`config.mk`:
```
export PLATFORM = sky130hd
export DESIGN_NAME = fpu_issue_arbiter
export DESIGN_NICKNAME = d
export VERILOG_FILES = /design/src/rtl/fpu_issue_arbiter.sv
export SDC_FILE = /design/constraint.sdc
export NUM_CORES = 1
export LEC_CHECK = 0
export CORE_AREA = 2 2 188 190
export CTS_CLUSTER_SIZE = 25
export DETAILED_ROUTE_END_ITERATION = 8
export DIE_AREA = 0 0 190 192
export GPL_TIMING_DRIVEN = 0
export SLEW_MARGIN = 10
export SYNTH_ARGS = -nofsm -noshare
export SYNTH_HDL_FRONTEND = slang
export SYNTH_SLANG_ARGS = --single-unit
```
`constraint.sdc`:
```
create_clock -name clk -period 4.6 [get_ports clk]
set_clock_uncertainty 0.15 [all_clocks]
set_input_delay 0.92 -clock clk [delete_from_list [all_inputs] [get_ports clk]]
set_output_delay 0.92 -clock clk [all_outputs]
set_load 0.02 [all_outputs]
```
`src/rtl/fpu_issue_arbiter.sv`:
```
// -----------------------------------------------------------------------------
// fpu_issue_arbiter
//
// Shares one pipelined FPU core among NREQ requesters. Each cycle a round-robin
// arbiter picks at most one requester with a legal op code (add/sub/mul/div).
// Its operands are registered towards the core, and a {valid,id} tag follows
// the op down a shadow pipe that matches the core latency. When the tag comes
// out, the core result and exception flags are registered. They are returned
// to the issuing requester as a one-cycle rsp_valid pulse. Per-requester
// sticky flags accumulate the exception flags until that requester clears them.
//
// Ports
//   clk, rst        clock; synchronous active-high reset
//   en              1 = new grants allowed; 0 = in-flight ops drain only
//   req_valid/ready per-requester handshake (ready is a one-hot grant)
//   req_opa/opb     32-bit operands, slice i = [32*i +: 32]
//   req_op/rmode    3-bit op code / 2-bit rounding mode per requester
//   fpu_opa/opb/op/rmode   registered operands driven into the core
//   fpu_out/flags   core result and {inf,snan,qnan,ine,ovf,unf,zero,dbz}
//   rsp_valid       one-hot completion pulse
//   rsp_data/flags  result and flags, held while rsp_valid = 0
//   sticky_flags    per-requester OR of rsp_flags since the last flag_clr
//   flag_clr        per-requester sticky clear
//   busy            any op in the tag pipe or the response stage
// -----------------------------------------------------------------------------
module fpu_issue_arbiter #(
    parameter int NREQ    = 4,
    parameter int LATENCY = 4,
    parameter int IDW     = 2
) (
    input  logic                 clk,
    input  logic                 rst,
    input  logic                 en,
    input  logic [NREQ-1:0]      req_valid,
    output logic [NREQ-1:0]      req_ready,
    input  logic [NREQ*32-1:0]   req_opa,
    input  logic [NREQ*32-1:0]   req_opb,
    input  logic [NREQ*3-1:0]    req_op,
    input  logic [NREQ*2-1:0]    req_rmode,
    output logic [31:0]          fpu_opa,
    output logic [31:0]          fpu_opb,
    output logic [2:0]           fpu_op,
    output logic [1:0]           fpu_rmode,
    input  logic [31:0]          fpu_out,
    input  logic [7:0]           fpu_flags,
    output logic [NREQ-1:0]      rsp_valid,
    output logic [31:0]          rsp_data,
    output logic [7:0]           rsp_flags,
    output logic [NREQ*8-1:0]    sticky_flags,
    input  logic [NREQ-1:0]      flag_clr,
    output logic                 busy
);

    // Per-requester views of the flattened operand buses.
    logic [NREQ-1:0] w_eligible;
    logic [31:0]     w_opa_arr   [NREQ];
    logic [31:0]     w_opb_arr   [NREQ];
    logic [2:0]      w_op_arr    [NREQ];
    logic [1:0]      w_rmode_arr [NREQ];

    generate
        for (genvar gi = 0; gi < NREQ; gi++) begin : g_slice
            assign w_opa_arr[gi]   = req_opa[32*gi +: 32];
            assign w_opb_arr[gi]   = req_opb[32*gi +: 32];
            assign w_op_arr[gi]    = req_op[3*gi +: 3];
            assign w_rmode_arr[gi] = req_rmode[2*gi +: 2];
            // Illegal op codes are never granted; the requester simply stalls.
            assign w_eligible[gi]  = req_valid[gi] & (req_op[3*gi +: 3] <= 3'd3);
        end
    endgenerate

    // ------------------------------------------------------------------------
    // Round-robin grant
    // ------------------------------------------------------------------------
    logic [IDW-1:0]  r_ptr;
    logic [IDW-1:0]  w_gid;
    logic            w_found;
    logic [NREQ-1:0] w_grant;
    logic            w_hs;

    // (base + k) mod NREQ without relying on NREQ being a power of two.
    function automatic logic [IDW-1:0] rr_index(input logic [IDW-1:0] base, input int k);
        int s;
        s = int'(base) + k;
        if (s >= NREQ) s = s - NREQ;
        return IDW'(s);
    endfunction

    always_comb begin
        w_gid   = '0;
        w_found = 1'b0;
        for (int k = 0; k < NREQ; k++) begin
            if (!w_found && w_eligible[rr_index(r_ptr, k)]) begin
                w_found = 1'b1;
                w_gid   = rr_index(r_ptr, k);
            end
        end
    end

    assign w_grant   = (w_found && en && !rst) ? (NREQ'(1) << w_gid) : '0;
    assign req_ready = w_grant;
    // The grant only ever lands on a valid requester, so any grant is a handshake.
    assign w_hs      = |w_grant;

    // ------------------------------------------------------------------------
    // Issue: pointer and operand registers
    // ------------------------------------------------------------------------
    logic [31:0] r_fpu_opa;
    logic [31:0] r_fpu_opb;
    logic [2:0]  r_fpu_op;
    logic [1:0]  r_fpu_rmode;

    always_ff @(posedge clk) begin
        if (rst) begin
            r_ptr       <= '0;
            r_fpu_opa   <= '0;
            r_fpu_opb   <= '0;
            r_fpu_op    <= '0;
            r_fpu_rmode <= '0;
        end else if (w_hs) begin
            r_ptr       <= (int'(w_gid) == NREQ - 1) ? '0 : w_gid + 1'b1;
            r_fpu_opa   <= w_opa_arr[w_gid];
            r_fpu_opb   <= w_opb_arr[w_gid];
            r_fpu_op    <= w_op_arr[w_gid];
            r_fpu_rmode <= w_rmode_arr[w_gid];
        end
    end

    assign fpu_opa   = r_fpu_opa;
    assign fpu_opb   = r_fpu_opb;
    assign fpu_op    = r_fpu_op;
    assign fpu_rmode = r_fpu_rmode;

    // ------------------------------------------------------------------------
    // Shadow tag pipe. Stage 0 loads on the same edge as the operand register,
    // so stage LATENCY holds the tag exactly while fpu_out is valid for it;
    // the response register then captures on the following edge.
    // ------------------------------------------------------------------------
    logic [LATENCY:0] r_tag_v;
    logic [IDW-1:0]   r_tag_id [LATENCY+1];

    always_ff @(posedge clk) begin
        if (rst) begin
            r_tag_v <= '0;
        end else begin
            r_tag_v <= {r_tag_v[LATENCY-1:0], w_hs};
        end
        // Ids need no reset: they are only looked at alongside a valid bit.
        r_tag_id[0] <= w_gid;
        for (int k = 1; k <= LATENCY; k++) begin
            r_tag_id[k] <= r_tag_id[k-1];
        end
    end

    // ------------------------------------------------------------------------
    // Response stage and sticky flags
    // ------------------------------------------------------------------------
    logic [NREQ-1:0]   w_rsp_valid_next;
    logic [NREQ-1:0]   r_rsp_valid;
    logic [31:0]       r_rsp_data;
    logic [7:0]        r_rsp_flags;
    logic [NREQ*8-1:0] r_sticky;
    logic [NREQ*8-1:0] w_sticky_next;

    assign w_rsp_valid_next = r_tag_v[LATENCY] ? (NREQ'(1) << r_tag_id[LATENCY]) : '0;

    generate
        for (genvar gi = 0; gi < NREQ; gi++) begin : g_sticky
            // Clear first, then OR in the new flags, so a same-cycle set survives.
            assign w_sticky_next[8*gi +: 8] =
                (flag_clr[gi] ? 8'h00 : r_sticky[8*gi +: 8]) |
                (w_rsp_valid_next[gi] ? fpu_flags : 8'h00);
        end
    endgenerate

    always_ff @(posedge clk) begin
        if (rst) begin
            r_rsp_valid <= '0;
            r_rsp_data  <= '0;
            r_rsp_flags <= '0;
            r_sticky    <= '0;
        end else begin
            r_rsp_valid <= w_rsp_valid_next;
            r_sticky    <= w_sticky_next;
            if (r_tag_v[LATENCY]) begin
                r_rsp_data  <= fpu_out;
                r_rsp_flags <= fpu_flags;
            end
        end
    end

    assign rsp_valid    = r_rsp_valid;
    assign rsp_data     = r_rsp_data;
    assign rsp_flags    = r_rsp_flags;
    assign sticky_flags = r_sticky;
    assign busy         = (|r_tag_v) | (|r_rsp_valid);

endmodule

```
==> results of run 1 <==
[through the flow]
step	hold slack [ns]	worst slack, ns
floorplan	0.160	1.04
global route	0.187	0.0841
detailed placement	0.162	-0.118
CTS	0.179	0.174
global placement	0.162	-0.0540
finish	0.178	0.244
[layout by cell type (no fill, tap or decap), types with 4 or more instances in the layout]
master | Yosys | final
and2_1 | 5 | 5
buf_6 | 11 | 11
o221ai_1 | 47 | 47
buf_2 | 16 | 16
mux2i_1 | 176 | 176
inv_6 | 1 | 4
clkbuf_1 | 8 | 9
buf_1 | 4 | 4
nand2_1 | 71 | 71
clkbuf_16 | 0 | 17
nor2_1 | 47 | 47
clkinv_4 | 0 | 5
dfxtp_1 | 162 | 162
a22o_1 | 32 | 32
buf_4 | 4 | 4
o221ai_2 | 21 | 21
clkdlybuf4s50_1 | 0 | 473
nor2b_1 | 9 | 9
clkbuf_4 | 4 | 4
ha_1 | 4 | 4
[repair_timing]
action | in CTS | in global routing
resized for setup | 2 | 0
endpoints found under the hold margin | 0 | 0
buffers inserted | 0 | 0
endpoints found under the setup margin | 2 | 0
[metal layers]
layer | routed length, um | part of all wire [%] | global-route usage, % | vias up
met3 | 2450 | 7.8 | 5.06 | 36
met5 | 0 | 0 | 0 | -
li1 | - | - | - | 3426
met4 | 675 | 2.1 | 5.69 | 0
met2 | 16000 | 51 | 30.4 | 310
met1 | 12300 | 39 | 18.5 | 3215
[cell type report]
type | instances | area [um2] | area share [%]
multi-input cells | 436 | 3570 | 27.3
well taps | 455 | 569 | 4.34
clock inverters | 14 | 150 | 1.15
plain buffers | 50 | 359 | 2.74
inverters | 6 | 27.5 | 0.210
clock buffers | 18 | 429 | 3.27
flip-flops and latches | 162 | 3240 | 24.7
repair buffers | 475 | 4750 | 36.2
diodes | 2 | 5.00 | 0.0382
[flip-flops by register name (all words and copies together) (netlist names)]
| name | cells |
|---|---|
| r_tag_id | 10 |
| rsp_flags | 8 |
| fpu_opa | 32 |
| fpu_opb | 32 |
| rsp_data | 32 |
| r_tag_v | 5 |
| fpu_op | 3 |
| rsp_valid | 4 |
| r_ptr | 2 |
| sticky_flags | 32 |
| fpu_rmode | 2 |
[worst max path at each step]
stage,endpoint
2_1_floorplan,fpu_opa[11]
3_3_place_gp,fpu_opb[18]
3_5_place_dp,fpu_opb[19]
4_1_cts,req_ready[0]
5_1_grt,req_ready[0]
6_report,req_ready[0]
[worst register-to-register path, cell delays in order, from the launching register on]
cell and delay, ns:
dfxtp_1 0.40, nor3b_2 0.08, a211oi_1 0.24, o21a_1 0.18, buf_6 0.17, inv_6 0.08
buf_12 0.16, buf_6 0.18, ha_1 0.19, or4_1 0.58, a21oi_4 0.37, buf_1 0.44
nand2_1 0.13, o221ai_1 0.10
[kinds of logic (layout without fill, tap and decap cells)]
kind of cell               after synthesis  count (layout)  share of synthesized area (%)
AOI/OAI and AO/OA                      109             109                           15.2
adders and majority gates                4               4                          0.695
buffers and inverters                   56             563                           5.37
other                                    0               2                              0
DFF                                    162             162                           45.0
and+or+nand+nor                        147             147                           9.29
muxes                                  176             176                           24.5
[power groups by stage]
stage | clock [mW] | sequential [mW] | combinational, mW
floorplan | 0 | 1.65 | 0.358
global placement | 0 | 1.57 | 1.01
detailed placement | 0 | 1.57 | 1.02
CTS | 1.47 | 1.54 | 1.02
global route | 1.51 | 1.55 | 1.07
finish | 1.41 | 1.54 | 1.00
==> results by group, run 1 <==
Run status
  • Outcome: finished clean

Routing
  • Via count: 6987
  • First DRT Iteration DRCs: 164
  • 1st-pass router iterations: 4
  • DR WL/cell: 19.4 um
  • Remaining antenna violation count: 0
  • DR vias/cell: 4.32
  • Routed WL: 31400 um
  • DRC Markers: 0

Hold path
  • Hold EP: r_tag_id[0][8]
  • Hold_sp: r_tag_id[0][6]
  • Hold Path Depth: 0
  • HP Class: reg2reg

Synth
  • Area contributors post-synth: dfxtp_1, mux2i_1, o221ai_1, o221ai_2, a22o_1
  • Most used flip-flop cell after synthesis: dfxtp_1
  • Seq cells post-synth: 162
  • Async SR Flop Fraction: 0%
  • Average cell area after synthesis: 11.0 um2
  • Cell count after synthesis: 654
  • Seq/Total Area, Yosys: 45.0%
  • Yosys cell types: 39
  • Number of synthesized flops with an enable pin: 0
  • Synthesized area: 7200 um2
  • Yosys top cell by area: dfxtp_1
  • Top-area cell type share of the netlist area: 45.0%
  • Synth top cells by count: mux2i_1, dfxtp_1, nand2_1
  • Ys Warns: 0
  • Count leader, synth: mux2i_1
  • Syn_nets: 985

Critical path
  • Cell mode on critical path: buf_6
  • Critical Path AT: 3.29 ns
  • Critical Path RT: 3.53 ns
  • Crit Path Class: in2out
  • Critical-path maximum fanout: 11
  • CP cell instances: clkdlybuf4s50_1 > nor2b_1 > a211oi_1 > o21a_1 > buf_6 > inv_6 > buf_12 > buf_6 > ha_1 > and2_1 > dlygate4sd2_1
  • CP peak stage delay: 0.48 ns
  • Crit end category: output port
  • Register-to-Register Path Depth: 13
  • CP max stage cell: clkdlybuf4s50_1
  • Reg2reg end: fpu_opb[30]
  • Worst r2r src: r_ptr[0]
  • CP delay by family, top: buffers and inverters
  • Worst path bufs/invs: 6
  • Critical path origin: req_valid[0]
  • R2R Setup Slk: 1.07 ns
  • Worst setup SP type: primary input
  • Worst path depth: 11

Timing
  • Setup violation total in the final timing report: 0
  • Max Clock Freq: 0.230 GHz
  • Fin. Hold Viols: 0
  • Sum Neg Setup Slack: 0 ns
  • Period minus WS final: 4.36 ns
  • Slew Viols, Final: 0
  • Slew HR: 41.3%
  • RSZ-0062 raised after global routing: no
  • Final period util: 94.7%
  • Slew @ Worst Pin: 0.879 ns

Floorplan
  • # IOs: 477
  • Row count: 68
  • Die height: 192 um
  • Die area: 36500 um2
  • CORE AREA: 34300 um2
  • Starting Density: 21.0%
  • Die width: 190 um

Global route
  • Largest net degree at the start of global routing: 17
  • Antenna violations before repair: 2
  • GRT Total Usage: 16.7%
  • Vias in the first global route: 7195
  • Global-route wire length before repair: 45000 um
  • Gr ovfl total: 0

Power and ir drop
  • Worst VDD drop: 0.256 mV
  • Internal power: 2.81 mW
  • Power share of the sequential group: 38.9%
  • Sw frac: 28.9%
  • Power Dens Cells: 301 nW/um2
  • Psw: 1.14 mW
  • Leakage: 5.29 nW
  • Power, Total: 3.95 mW
  • Clock power frac: 35.8%
  • Combinational share of power: 25.3%

Job
  • Maxcap violations: 0

Placement
  • IO Port Bufs: 475
  • GP Congestion: 0.782
  • Placed inst area: 12500 um2
  • Dpl hpwl: 25200 um
  • Placed Cells: 1584

Clock tree
  • Clock transition at path regs: 0.07 ns
  • Skew-Pair Late Insertion Delay: 0.44 ns
  • Clock sink count: 162
  • CTS Root Cell: clkbuf_16
  • TritonCTS clock tree: done
  • CTS max path bufs: 2
  • # hold bufs at CTS: 0
  • H-tree depth: 4
  • Num CTS Buffers: 17

Finish
  • NumNets Final: 1479
  • Cell area after layout: 13100 um2
  • Number of fillers in the final layout: 3368
  • Synthesis-to-finish area growth: 82.0%
  • Final core occ: 38.2%
  • Layout Cells excl Fill: 1618
  • Fraction of layout cells with a size suffix above 1: 8.79%
Note: power is estimated with default switching activity, not from simulation.
==> inputs of run 2 (changes only) <==
- CORE_AREA: 2 2 188 190 -> 2 2 186 188
- DIE_AREA: 0 0 190 192 -> 0 0 188 190
- clock period: 4.6 -> 5.6 ns (I/O delays scaled with it)
==> run 2 against run 1 <==
Wire length is 1.7% lower. Register-to-register slack better by 1.1 ns. Largest cell class unchanged. Flip-flop and latch count did not move.
==> results by group, run 2 (synthesized netlist as in run 1, its figures left out) <==
Global route
  • Antenna violations before repair: 0 (-2)
  • Largest net degree at the start of global routing: 18 (+1)
  • GRT Total Usage: 16.9% (+0.14 points)
  • Gr ovfl total: 0 (unchanged)
  • Vias in the first global route: 7393 (+2.8%)
  • Global-route wire length before repair: 45400 um (+0.97%)

Finish
  • Multi-input logic area: 3570 um2 (unchanged)
  • Most frequent cells in the layout: clkdlybuf4s50_1, mux2i_1, dfxtp_1, nand2_1
  • Reg area: 3240 um2 (unchanged)
  • Synthesis-to-finish area growth: 82.0% (about the same)
  • Number of fillers in the final layout: 3339 (-0.86%)
  • Most common cell after layout, fill and taps aside: clkdlybuf4s50_1
  • Fraction of layout cells with a size suffix above 1: 8.87% (+0.086 points)
  • NumNets Final: 1479 (unchanged)
  • Layout Cells excl Fill: 1616 (-0.12%)
  • N_diodes: 0 (-2)

Critical path
  • CP delay by family, top: buffers and inverters
  • Critical Path RT: 4.33 ns (+0.80 ns)
  • Crit Path Class: in2out
  • Critical Path AT: 3.70 ns (+0.41 ns)
  • Critical-path maximum fanout: 11 (unchanged)
  • CP peak stage delay: 0.65 ns (+0.17 ns)
  • Worst path bufs/invs: 6 (unchanged)
  • R2R Setup Slk: 2.15 ns (+1.08 ns)
  • CP max stage cell: clkdlybuf4s50_1
  • Worst setup SP type: primary input
  • CP cell instances: clkdlybuf4s50_1 > nor3b_2 > a211oi_1 > o21a_1 > buf_6 > inv_6 > buf_12 > buf_6 > ha_1 > and2_1 > clkdlybuf4s50_1
  • Crit end category: output port

Clock tree
  • Clock sink count: 162 (unchanged)
  • CTS max path bufs: 2 (unchanged)
  • CTS Root Cell: clkbuf_16
  • Num CTS Buffers: 17 (unchanged)
  • Post-CTS setup buffers: 0 (unchanged)
  • CTS resizes: 0 (-2)
  • TritonCTS clock tree: done
  • Clock transition at path regs: 0.06 ns (about the same)
  • # hold bufs at CTS: 0 (unchanged)
  • H-tree depth: 4 (unchanged)
  • Skew-Pair Late Insertion Delay: 0.43 ns (about the same)

Floorplan
  • Starting Density: 21.2% (+0.21 points)
  • Die height: 190 um (-1.0%)
  • Die width: 188 um (-1.1%)
  • CORE AREA: 33900 um2 (-0.99%)
  • # IOs: 477 (unchanged)
  • Row count: 68 (unchanged)
  • Die area: 35700 um2 (-2.1%)

Routing
  • DRC Markers: 0 (unchanged)
  • 1st-pass router iterations: 4 (unchanged)
  • DR WL/cell: 19.1 um (-1.5%)
  • Via count: 7010 (+0.33%)
  • Remaining antenna violation count: 0 (unchanged)
  • First DRT Iteration DRCs: 224 (+37%)
  • Routed WL: 30900 um (-1.7%)
  • DR vias/cell: 4.34 (+0.45%)

Job
  • Maxcap violations: 0 (unchanged)

Power and ir drop
  • Psw: 0.971 mW (-15%)
  • Clock power frac: 35.9% (about the same)
  • Leakage: 5.29 nW (about the same)
  • Power share of the sequential group: 38.8% (about the same)
  • Internal power: 2.29 mW (-19%)
  • Power Dens Cells: 248 nW/um2 (-18%)
  • Worst VDD drop: 0.195 mV (-24%)
  • Combinational share of power: 25.3% (about the same)
  • Sw frac: 29.8% (+0.87 points)

Timing
  • Slew HR: 42.5% (+1.2 points)
  • Setup violation total in the final timing report: 0 (unchanged)
  • Final period util: 88.8%
  • Period minus WS final: 4.97 ns
  • RSZ-0062 raised after global routing: no
  • Slew @ Worst Pin: 0.861 ns (-0.0179 ns)
  • Fin. Hold Viols: 0 (unchanged)
  • Max Clock Freq: 0.201 GHz
  • Sum Neg Setup Slack: 0 ns (unchanged)
  • Slew Viols, Final: 0 (unchanged)

Placement
  • Dpl hpwl: 24700 um (-1.8%)
  • Placed Cells: 1584 (unchanged)
  • GP Congestion: 0.828 (+5.9%)
  • IO Port Bufs: 475 (unchanged)

Run status
  • Outcome: finished clean

Hold path
  • HP Class: reg2reg
[run 2: cell types whose count changed in the layout (fill, tap and decap cells not counted)]
| cell | change |
|---|---|
| bufinv_16 | -1 |
| clkdlybuf4s50_1 | +2 |
| inv_6 | -2 |
| inv_8 | +5 |
| clkbuf_8 | +1 |
| dlygate4sd2_1 | -2 |
| clkinv_4 | -2 |
| diode_2 | -2 |
| clkbuf_1 | -1 |
[run 2: per-stage QoR]
step / hold WS (ns) / utilization [%] / cell area (um2) / power, mW / worst slack, ns
after global placement: 0.160 / 36.9 / 12500 / 2.12 / 0.626
after CTS: 0.178 / 38.6 / 13100 / 3.31 / 0.596
after detailed placement: 0.162 / 36.9 / 12500 / 2.12 / 0.613
final: 0.177 / 38.6 / 13100 / 3.26 / 0.626
after floorplan: 0.160 / - / 7200 / 1.65 / 1.84
after global routing: 0.182 / 38.6 / 13100 / 3.41 / 0.461
[run 2: final timing paths]
kind | startpoint | cells after the start | endpoint
min | r_tag_id[0][6] | 0 | r_tag_id[0][8]
max reg2reg | r_ptr[0] | 13 | fpu_opb[12]
max | req_valid[2] | 11 | req_ready[2]
min reg2reg | r_tag_id[0][6] | 0 | r_tag_id[0][8]
[run 2: worst register-to-register path, cell delays in order (launching register included)]
cell and delay [ns]:
dfxtp_1 0.39, nor3b_2 0.08, a211oi_1 0.21, o21a_1 0.17, buf_6 0.18, inv_6 0.08, buf_12 0.16, buf_6 0.17
ha_1 0.20, or4_1 0.59, a21oi_4 0.35, buf_1 0.45, nand2_1 0.11, o221ai_1 0.09
[run 2: final cells by class]
class                   instances  share of cell area [%]
flip-flops and latches        162                    24.7
clock inverters                14                    1.08
inverters                       6                   0.210
plain buffers                  50                    2.74
repair buffers                475                    36.3
multi-input cells             436                    27.3
clock buffers                  18                    3.35
well taps                     455                    4.34
[run 2: routing by layer]
layer | up-vias | routed length [um] | track usage [%]
met5 | - | 0 | 0
li1 | 3414 | - | -
met3 | 44 | 2240 | 5.13
met1 | 3240 | 12600 | 19.5
met2 | 312 | 15300 | 29.6
met4 | 0 | 785 | 5.69
[run 2: power by group through the flow]
stage / clock network (mW) / logic [mW] / registers (mW)
2_1_floorplan: 0 / 0.294 / 1.36
3_3_place_gp: 0 / 0.828 / 1.29
3_5_place_dp: 0 / 0.833 / 1.29
4_1_cts: 1.21 / 0.836 / 1.26
5_1_grt: 1.26 / 0.879 / 1.27
6_report: 1.17 / 0.823 / 1.26
==> inputs of run 3 (changes only) <==
- GPL_TIMING_DRIVEN: 0 -> not set
==> run 3 against run 2 <==
Clock power about the same. Worst setup slack gained 0.16 ns. First-iteration DRC count decreased by 11%. Largest cell class unchanged. Largest power group unchanged.
==> results by group, run 3 (synthesized netlist as in run 1, its figures left out) <==
Power and ir drop
  • Worst VDD drop: 0.205 mV (+5.2%)
  • Leakage: 5.17 nW (-2.1%)
  • Power Dens Cells: 250 nW/um2 (+0.49%)

Critical path
  • Reg2reg end: fpu_opb[24]
  • R2R Setup Slk: 2.16 ns (about the same)
  • Crit end category: output port
  • Critical Path RT: 4.33 ns (about the same)
  • Worst r2r src: r_ptr[0]
  • Critical Path AT: 3.54 ns (-0.16 ns)
  • Worst setup SP type: primary input
  • Register-to-Register Path Depth: 11 (-2)
  • Critical-path maximum fanout: 6 (-5)
  • Crit Path Class: in2out

Hold path
  • HP Class: reg2reg
  • Hold EP: r_tag_id[0][6]
  • Hold_sp: r_tag_id[0][4]
  • Hold Path Depth: 0 (unchanged)

Floorplan
  • Starting Density: 21.2% (unchanged)
  • Die height: 190 um (unchanged)
  • Row count: 68 (unchanged)
  • Die area: 35700 um2 (unchanged)
  • CORE AREA: 33900 um2 (unchanged)
  • # IOs: 477 (unchanged)
  • Die width: 188 um (unchanged)

Placement
  • Dpl hpwl: 21300 um (-14%)
  • IO Port Bufs: 476 (+0.21%)
  • GP Congestion: 0.847 (+2.4%)
  • Placed Cells: 1545 (-2.5%)
  • DP Worst Slack: 0.772 ns (+0.158 ns)

Routing
  • First DRT Iteration DRCs: 200 (-11%)
  • Routed WL: 27500 um (-11%)
  • Via count: 6860 (-2.1%)
  • 1st-pass router iterations: 4 (unchanged)
  • DR WL/cell: 17.4 um (-8.8%)
  • DRC Markers: 0 (unchanged)
  • DR vias/cell: 4.34 (+0.15%)
  • Remaining antenna violation count: 0 (unchanged)

Timing
  • Max Clock Freq: 0.208 GHz (+3.4%)
  • Setup violation total in the final timing report: 0 (unchanged)
  • Final period util: 85.9% (-2.9 points)
  • Slew HR: 25.2% (-17 points)
  • Fin. Hold Viols: 0 (unchanged)
  • Final worst-path setup slack: 0.790 ns (+0.164 ns)
  • Slew @ Worst Pin: 1.12 ns (+0.261 ns)
  • Slew Viols, Final: 0 (unchanged)
  • Hold_ws: 0.180 ns (+0.00294 ns)
  • RSZ-0062 raised after global routing: no
  • Sum Neg Setup Slack: 0 ns (unchanged)
  • Period minus WS final: 4.81 ns (-0.164 ns)

Global route
  • Gr ovfl total: 0 (unchanged)
  • GRT Total Usage: 15.0% (-1.9 points)
  • Global-route wire length before repair: 40800 um (-10%)
  • Antenna violations before repair: 2 (+2)
  • Largest net degree at the start of global routing: 133 (+115)
  • Vias in the first global route: 6909 (-6.5%)

Finish
  • Synthesis-to-finish area growth: 79.2%
  • Most frequent cells in the layout: clkdlybuf4s50_1, mux2i_1, dfxtp_1, nand2_1
  • Final core occ: 38.0% (-0.59 points)
  • Reg area: 3240 um2 (about the same)
  • NumNets Final: 1440 (-2.6%)
  • Number of fillers in the final layout: 3329 (-0.30%)
  • Multi-input logic area: 3590 um2 (+0.35%)
  • Most common cell after layout, fill and taps aside: clkdlybuf4s50_1
  • Layout Cells excl Fill: 1579 (-2.3%)
  • Fraction of layout cells with a size suffix above 1: 7.04% (-1.8 points)

Clock tree
  • CTS Root Cell: clkbuf_16
  • CTS max path bufs: 2 (unchanged)
  • CTS resizes: 0 (unchanged)
  • Clock transition at path regs: 0.07 ns (about the same)
  • Skew-Pair Late Insertion Delay: 0.44 ns (about the same)
  • TritonCTS clock tree: done
  • Post-CTS setup buffers: 0 (unchanged)
  • Num CTS Buffers: 17 (unchanged)
  • # hold bufs at CTS: 0 (unchanged)
  • H-tree depth: 4 (unchanged)
  • Clock sink count: 162 (unchanged)

Run status
  • Outcome: finished clean

Job
  • Maxcap violations: 0 (unchanged)
## run 3: changes by cell type in the layout (fill, tap and decap cells not counted), sizes merged
cell	previous run	this run
clkbuf	30	17
diode	0	2
buf	38	11
clkinv	4	1
clkinvlp	3	1
inv	13	19
## run 3: area by class of cell
type                    count  share of cell area [%]
flip-flops and latches    162                    25.1
multi-input cells         436                    27.8
diodes                      2                  0.0388
clock inverters            15                    1.18
inverters                   6                   0.213
well taps                 455                    4.41
clock buffers              17                    3.30
repair buffers            486                    37.9
## run 3: critical path, stage by stage
cell and delay (ns):
clkdlybuf4s50_1 0.44, nor3b_2 0.18, a211oi_1 0.23, o21a_1 0.34
buf_4 0.25, ha_1 0.21, and2_1 0.13, clkdlybuf4s50_1 0.62
## run 3: routing by layer
layer | global-route usage (%) | routed length [um] | vias to the layer above
met4 | 6.69 | 712 | 0
met2 | 24.9 | 13200 | 303
met1 | 17.2 | 11400 | 3174
met3 | 5.46 | 2210 | 40
li1 | - | - | 3343
met5 | 0 | 0 | -
## run 3: worst max-delay path by stage
stage | start | end | slack, ns
CTS | req_op[11] | req_ready[3] | 0.76
floorplan | req_valid[0] | fpu_opa[11] | 1.84
global route | req_op[11] | req_ready[3] | 0.66
finish | req_valid[2] | req_ready[3] | 0.79
global placement | req_valid[1] | req_ready[1] | 0.83
detailed placement | req_op[11] | req_ready[3] | 0.77
## run 3: stage by stage
| stage | area, um2 | power, mW |
|---|---|---|
| 6_report | 12900 | 3.22 |
| 5_1_grt | 12900 | 3.38 |
| 2_1_floorplan | 7200 | 1.65 |
| 4_1_cts | 12900 | 3.28 |
| 3_3_place_gp | 12300 | 2.08 |
| 3_5_place_dp | 12300 | 2.08 |
## run 3: power by group
group / switching [mW] / internal, mW
logic: 0.339 / 0.445
clock network: 0.574 / 0.599
registers: 0.0413 / 1.22
total: 0.954 / 2.27
